**config.mk**
```make
export PLATFORM = sky130hd
export DESIGN_NAME = deser
export DESIGN_NICKNAME = d
export VERILOG_FILES = /design/src/rtl/deser_pkg.sv /design/src/rtl/deser.sv
export SDC_FILE = /design/constraint.sdc
export NUM_CORES = 1
export LEC_CHECK = 0
export ABC_AREA = 1
export CORE_MARGIN = 1.5
export CORE_UTILIZATION = 63
export DETAILED_ROUTE_END_ITERATION = 6
export DONT_BUFFER_PORTS = 1
export PLACE_DENSITY_LB_ADDON = 0.15
export SYNTH_ARGS = -nofsm -noshare
export SYNTH_HDL_FRONTEND = slang
export SYNTH_SLANG_ARGS = --single-unit
export TNS_END_PERCENT = 5
```
**constraint.sdc**
```tcl
create_clock -name clk -period 2.9 [get_ports clk]
set_clock_uncertainty 0.15 [all_clocks]
set_input_delay 0.58 -clock clk [delete_from_list [all_inputs] [get_ports clk]]
set_output_delay 0.58 -clock clk [all_outputs]
set_load 0.005 [all_outputs]
```
**src/rtl/deser_pkg.sv**
```systemverilog
// Shared definitions for the serial receive path: bit-order selectors agreed
// with the serializer, plus the counter sizing helper.
package deser_pkg;

  // Bit-order selectors, common to both ends of the serial link
  localparam int unsigned SERDES_MSB_FIRST = 1;
  localparam int unsigned SERDES_LSB_FIRST = 0;

  // Bit counter width for a word of w bits (at least one bit wide)
  function automatic int unsigned cnt_width(input int unsigned w);
    return (w < 2) ? 1 : $clog2(w);
  endfunction

endpackage : deser_pkg

```
**src/rtl/deser.sv**
```systemverilog
// deser: serial-to-parallel receiver. Samples sd on each enabled clock,
// assembles WORD_WIDTH-bit words and offers them on a single-entry
// ready/valid port. Sticky flags report dropped words and broken framing.
module deser
  import deser_pkg::*;
#(
  parameter int unsigned WORD_WIDTH = 8,
  parameter int unsigned MSB_FIRST  = SERDES_MSB_FIRST
) (
  input  logic                  clk,
  input  logic                  rst,
  input  logic                  sd,
  input  logic                  sd_en,
  input  logic                  sync,
  output logic                  valid,
  input  logic                  ready,
  output logic [WORD_WIDTH-1:0] data,
  output logic                  overrun,
  output logic                  frame_err,
  input  logic                  err_clr
);

  localparam int unsigned          CNT_W    = cnt_width(WORD_WIDTH);
  localparam logic [CNT_W-1:0]     LAST_BIT = CNT_W'(WORD_WIDTH - 1);
  localparam logic [CNT_W-1:0]     ONE_BIT  = CNT_W'(1);

  logic [CNT_W-1:0]      r_bit_cnt;
  logic [CNT_W-1:0]      w_bit_cnt_nxt;
  logic [WORD_WIDTH-1:0] r_shift;
  logic [WORD_WIDTH-1:0] w_shift_base;
  logic [WORD_WIDTH-1:0] w_shift_nxt;
  logic [WORD_WIDTH-1:0] r_data;
  logic                  r_valid;
  logic                  r_overrun;
  logic                  r_frame_err;
  logic                  w_complete;
  logic                  w_frame_set;
  logic                  w_accept;
  logic                  w_load;
  logic                  w_drop;

  // Next shift-register contents; a sync bit starts from an empty register
  // so no stale partial-word bits survive into the new word.
  always_comb begin
    w_shift_base = sync ? '0 : r_shift;
    if (MSB_FIRST != SERDES_LSB_FIRST) begin
      w_shift_nxt = (w_shift_base << 1) | WORD_WIDTH'(sd);
    end else begin
      w_shift_nxt = (w_shift_base >> 1) | (WORD_WIDTH'(sd) << (WORD_WIDTH - 1));
    end
  end

  // Bit counter sequencing: restart on sync, wrap at the last bit of a word
  always_comb begin
    w_bit_cnt_nxt = r_bit_cnt;
    w_complete    = 1'b0;
    w_frame_set   = 1'b0;
    if (sd_en) begin
      if (sync) begin
        w_bit_cnt_nxt = ONE_BIT;
        w_frame_set   = (r_bit_cnt != '0);
      end else if (r_bit_cnt == LAST_BIT) begin
        w_bit_cnt_nxt = '0;
        w_complete    = 1'b1;
      end else begin
        w_bit_cnt_nxt = r_bit_cnt + ONE_BIT;
      end
    end
  end

  // Output port decisions: a completed word loads when the slot is empty or
  // being emptied this cycle, otherwise it is dropped.
  always_comb begin
    w_accept = r_valid & ready;
    w_load   = w_complete & (~r_valid | ready);
    w_drop   = w_complete & r_valid & ~ready;
  end

  // Bit counter and shift register
  always_ff @(posedge clk) begin
    if (rst) begin
      r_bit_cnt <= '0;
      r_shift   <= '0;
    end else if (sd_en) begin
      r_bit_cnt <= w_bit_cnt_nxt;
      r_shift   <= w_shift_nxt;
    end
  end

  // Single-entry output holding register with valid flag
  always_ff @(posedge clk) begin
    if (rst) begin
      r_data  <= '0;
      r_valid <= 1'b0;
    end else if (w_load) begin
      r_data  <= w_shift_nxt;
      r_valid <= 1'b1;
    end else if (w_accept) begin
      r_valid <= 1'b0;
    end
  end

  // Sticky error flags; a new error wins over a simultaneous clear
  always_ff @(posedge clk) begin
    if (rst) begin
      r_overrun   <= 1'b0;
      r_frame_err <= 1'b0;
    end else begin
      if (w_drop) begin
        r_overrun <= 1'b1;
      end else if (err_clr) begin
        r_overrun <= 1'b0;
      end
      if (w_frame_set) begin
        r_frame_err <= 1'b1;
      end else if (err_clr) begin
        r_frame_err <= 1'b0;
      end
    end
  end

  assign valid     = r_valid;
  assign data      = r_data;
  assign overrun   = r_overrun;
  assign frame_err = r_frame_err;

endmodule : deser

```
==> flow_summary.ini, run 1 <==
[clock_network]
htree_levels = 1
clk_path_buf_depth = 2
cts_buffers = 3
cts_num_sinks = 21
insertion_delay_ps = 290
clockRootBuffer = clkbuf_4
post_cts_buffers = 0
ctsHoldBuffers = 0
cts_tree = built
clkTransAtPathRegs_ps = 120
cts.repair.resized = 0

[yosys]
synth-seq-cells = 21
synth_compound_area_share_pct = 10.0
synth_simple_gate_area_share_pct = 30.3
synthesis.nets = 133
synth_area_um2 = 897
synthAdderAreaFrac_pct = 4.18
yosys_warnings = 0
muxShareOfSynthArea_pct = 0
avgSynthCellArea_um2 = 7.29
seq_area_frac_synth_pct = 46.9
netlist_instances = 123
synth_cell_types = 14
synth-xor-area-share_pct = 0
synth_top_family_by_area = simple AND/OR/NAND/NOR gates

[timing]
period_share_pct = 53.7
setup_tns_ps = 0
maxSlewViolCount = 0
setup_ws_ps = 1340
slew_headroom_pct = 71.9
fin_crit_ps = 1560
finalSetupViolCount = 0
grt_setup_unrepaired = false
hold_violations = 0
worst_slew_pin_slew_ps = 422
fmax_mhz = 642

[route]
avgViaCountPerCell = 5.17
drc_errors = 0
routed_wl_um = 1600
drt-initial-drc-count = 10
ant_nets = 0
vias = 724
dr.pass1.iters = 4
wl_per_cell_um = 11.5

[worst_setup_path]
path_buf_inv = 0
end_kind = flop
cp.depth = 7
critPathMaxStageDelay_ps = 380
critPathTopFamily = simple AND/OR/NAND/NOR gates
crit_path_start_kind = flop
path_max_fanout = 8
worst_ep_arrival_time_ps = 1610
critPathLaunch = r_bit_cnt[1]
worstPathRequired_ps = 2960
reg2reg_from = r_bit_cnt[1]
crit_type = flop to flop
crit_chain = ha_1, ha_1, nand3_2, nor2_4, nand2_1, nand2_1, nor2_1
cp_slowest_cell = dfxtp_1
reg2regPathDepth = 7

[final_layout]
final_common_cell = nand2_1
num_antenna_cells = 0
drive_gt1_share_pct = 7.20
final_cell_mix = nand2_1 (28), nor2_1 (25), dfxtp_1 (21)
nNetsFinal = 136
syn2layout_area_growth_pct = 4.04
n_fill_cell = 116

[place]
dpl.hpwl_um = 1170
portBuffers = 0
gp_congestion = 0.841
place_ws_ps = 1360

[floorplanning]
die_x_um = 40.7
core_area_um2 = 1320
initial_core_util_pct = 68.1
die_h_um = 40.7
rows = 13
dieArea_um2 = 1660
io_pins = 18

[status]
status = completed

[power_and_ir_drop]
vdd_drop_max_v = 0.000286
leakagePower_nw = 0.414
power_density_nw_per_um2 = 499

[grt]
grt_pass1_vias = 628
grt_max_degree = 17
track_usage_pct = 23.8
grt_pass1_wl_um = 2610
grt-ovfl-total = 0
antenna_found_initial = 0

[worst_hold_path]
hold_class = primary input to flop
worstHoldStart = rst
whs_path_depth = 1

[job]
maxCapViolCount = 0
[state kept, by name (all words and copies together), names as in the netlist]
register and flops:
data 8, frame_err 1, overrun 1, r_bit_cnt 3, r_shift 7, valid 1
[cell usage after synthesis]
master / count / area share (%)
inv_1: 17 / 7.1
o21ai_0: 8 / 4.5
a21oi_1: 10 / 5.6
nor2_4: 2 / 2.5
nand3_2: 1 / 1.1
dfxtp_1: 21 / 47
nand3_1: 3 / 1.7
nand3_4: 1 / 2.0
nand2_1: 28 / 12
inv_2: 1 / 0.42
ha_1: 3 / 4.2
nor3b_1: 1 / 0.84
buf_2: 2 / 1.1
nor2_1: 25 / 10
[logic make-up (layout without fill, tap and decap cells)]
kind of cell,count (synthesis),in the layout
adder cells (fa/ha/maj),3,3
buffers and inverters,20,22
AO/OA/AOI/OAI,18,18
flip-flops,21,21
AND/OR/NAND/NOR,61,61
[area by class of cell]
cell class / count / area, µm² / area share (%)
multi-input combinational: 82 / 399 / 42.8
clock inverter: 1 / 5.00 / 0.536
sequential: 21 / 420 / 45.0
clock buffer: 3 / 22.5 / 2.41
tap: 15 / 18.8 / 2.01
inverter: 18 / 67.6 / 7.24
[per-layer routing]
layer	track usage, %	share of wire [%]	vias up
li1	-	-	385
met1	30.0	49	324
met2	40.1	47	13
met3	3.80	3.1	2
met4	10.0	0.87	0
met5	0	0	-
[metrics by stage]
stage / hold slack [ps] / area (µm²) / utilization [%] / cells / total power [mW]
finish: 182 / 933 / 70.8 / 140 / 0.466
global route: 169 / 933 / 70.8 / 140 / 0.482
CTS: 179 / 933 / 70.8 / 140 / 0.467
detailed placement: 330 / 906 / 68.8 / 136 / 0.334
global placement: 313 / 906 / 68.8 / 136 / 0.332
floorplan: 302 / 897 / - / 123 / 0.330
[power by group]
group	internal, mW	total [mW]	leakage [nW]	switching, mW
sequential	0.296	0.300	0.171	0.00404
combinational	0.00983	0.0274	0.226	0.0175
clock	0.0513	0.139	0.0177	0.0873
[path summary, 6_finish.rpt]
| kind | endpoint | slack, ps |
|---|---|---|
| min reg2reg | frame_err | 340 |
| max | data[7] | 1340 |
| max reg2reg | data[7] | 1340 |
| min | r_bit_cnt[2] | 180 |
Note: power is estimated with default switching activity, not from simulation.
==> inputs of run 2 (changes only) <==
--- a/config.mk
+++ b/config.mk
@@ -7,7 +7,7 @@
 export LEC_CHECK = 0
 export ABC_AREA = 1
 export CORE_MARGIN = 1.5
-export CORE_UTILIZATION = 63
+export CORE_UTILIZATION = 59
 export DETAILED_ROUTE_END_ITERATION = 6
 export DONT_BUFFER_PORTS = 1
 export PLACE_DENSITY_LB_ADDON = 0.15
==> constraint.sdc (replaced) <==
create_clock -name clk -period 1.45 [get_ports clk]
set_clock_uncertainty 0.15 [all_clocks]
set_input_delay 0.29 -clock clk [delete_from_list [all_inputs] [get_ports clk]]
set_output_delay 0.29 -clock clk [all_outputs]
set_load 0.005 [all_outputs]
==> run 2 against run 1 <==
Sequential share of layout area down 3.5 points; first-iteration DRC count is 110% higher; critical path depth is the same; cell count increased by 4.3%; worst hold slack worse by 170 ps; cell area is 10% higher; die area grew 6.3%; combinational power rose to 2.6 times the previous value; flip-flop and latch count unchanged; critical endpoint is now data[2]; largest cell class is now multi-input combinational cells; largest power group unchanged.
==> flow_summary.ini, run 2 (synthesis gave the netlist of run 1 again) <==
[status]
status = completed

[timing]
period_share_pct = 95.0
fin_crit_ps = 1380
hold_violations = 0
worst_slew_pin_slew_ps = 442
slew_headroom_pct = 70.5
fmax_mhz = 726
maxSlewViolCount = 0
grt_setup_unrepaired = true
setup_tns_ps = 0
finalSetupViolCount = 0

[route]
dr.pass1.iters = 4
drc_errors = 0
routed_wl_um = 1750
wl_per_cell_um = 12.0
drt-initial-drc-count = 21
ant_nets = 0
vias = 759
avgViaCountPerCell = 5.20

[final_layout]
final_cell_mix = nand2_1 (28), nor2_1 (25), dfxtp_1 (19)
fin_area_um2 = 1030
drive_gt1_share_pct = 9.92
num_antenna_cells = 0
final_common_cell = nand2_1
largest_register_ffs = 8
final_cells = 146
nNetsFinal = 142
syn2layout_area_growth_pct = 14.8
post-route-util_pct = 75.4

[power_and_ir_drop]
vdd_drop_max_v = 0.000597
combinationalPowerShare_pct = 7.5
power_density_nw_per_um2 = 920
p_int_mw = 0.727
p_clk_share_pct = 28.9
leakagePower_nw = 0.433
switching_share_pct = 23.2
p_total_mw = 0.947
pwr-share-seq_pct = 63.5
p_switching_mw = 0.220

[clock_network]
htree_levels = 1
cts_tree = built
cts_buffers = 3
cts_num_sinks = 21
clockRootBuffer = clkbuf_4
insertion_delay_ps = 300
clkTransAtPathRegs_ps = 120
clk_path_buf_depth = 2

[floorplanning]
dieArea_um2 = 1760
io_pins = 18
die_h_um = 42.0
initial_core_util_pct = 65.7
core_area_um2 = 1370
rows = 13
die_x_um = 42.0

[worst_setup_path]
reg2regPathDepth = 7
path_max_fanout = 7
cp.depth = 7
critPathTopFamily = flip-flops
path_buf_inv = 1
worst_ep_arrival_time_ps = 1420
crit_chain = ha_4, ha_4, buf_4, nand3_4, nand2_1, nand2_1, nor2_1
worstPathRequired_ps = 1490
cp_slowest_cell = dfxtp_4
crit_type = flop to flop
critPathMaxStageDelay_ps = 380
crit_path_start_kind = flop
end_kind = flop

[place]
portBuffers = 0
dpl.hpwl_um = 1160
place_area_um2 = 913
gp_congestion = 0.838
place_inst = 137

[worst_hold_path]
hold_class = primary input to flop
whs_path_depth = 2

[grt]
grt-ovfl-total = 0
grt_pass1_vias = 737
grt_pass1_wl_um = 2990
grt_max_degree = 17
track_usage_pct = 22.0
antenna_found_initial = 0

[job]
maxCapViolCount = 0
==> run 2: changes by cell type in the layout (fill, tap and decap cells not counted), sizes merged <==
cell         delta
clkinv          -1
buf             +1
dlygate4sd3     +5
clkbuf          +1
==> run 2: timing repair <==
| item | 4_1_cts | 5_1_grt |
|---|---|---|
| hold buffers | 5 | 0 |
| endpoints found under the hold margin | 9 | 0 |
| buffers inserted | 0 | 0 |
| setup endpoints to repair | 0 | 10 |
| resized for setup | 0 | 9 |
==> run 2: path summary, 6_finish.rpt <==
| check | start | endpoint | slack, ps |
|---|---|---|---|
| min reg2reg | overrun | overrun | 350 |
| min | sd_en | valid | 10 |
| max | r_bit_cnt[1] | data[2] | 70 |
| max reg2reg | r_bit_cnt[1] | data[2] | 70 |
==> run 2: through the flow <==
step                hold WS (ps)  setup WS, ps
global route                17.1          1.31
global placement             210          46.7
floorplan                    209          49.5
CTS                         9.33          13.8
finish                      14.7          71.9
detailed placement           212          34.0
==> run 2: worst register-to-register path, cell delays in order (launching register included) <==
cell and delay [ps]:
dfxtp_4 380, ha_4 160, ha_4 160, buf_4 150
nand3_4 120, nand2_1 70, nand2_1 50, nor2_1 40
==> run 2: final cells by class <==
class	count	area, µm²
Clock buffer	4	26.3
Multi-Input combinational cell	82	432
Tap cell	15	18.8
Timing Repair Buffer	6	57.6
Fill cell	102	337
Sequential cell	21	428
Inverter	18	67.6
==> run 2: power by group through the flow <==
| stage | combinational (mW) | sequential [mW] | clock (mW) |
|---|---|---|---|
| finish | 0.0714 | 0.601 | 0.274 |
| global route | 0.0830 | 0.603 | 0.300 |
| CTS | 0.0682 | 0.601 | 0.285 |
| detailed placement | 0.0540 | 0.614 | 0 |
| global placement | 0.0525 | 0.613 | 0 |
| floorplan | 0.0493 | 0.612 | 0 |
==> run 2: metal layers <==
metal	routed length (µm)	up-vias	global-route usage (%)	part of all wire [%]
li1	-	398	-	-
met1	815	337	26.5	47
met2	860	22	40.0	49
met3	59	2	2.59	3.4
met4	14	0	7.74	0.80
met5	0	-	0	0
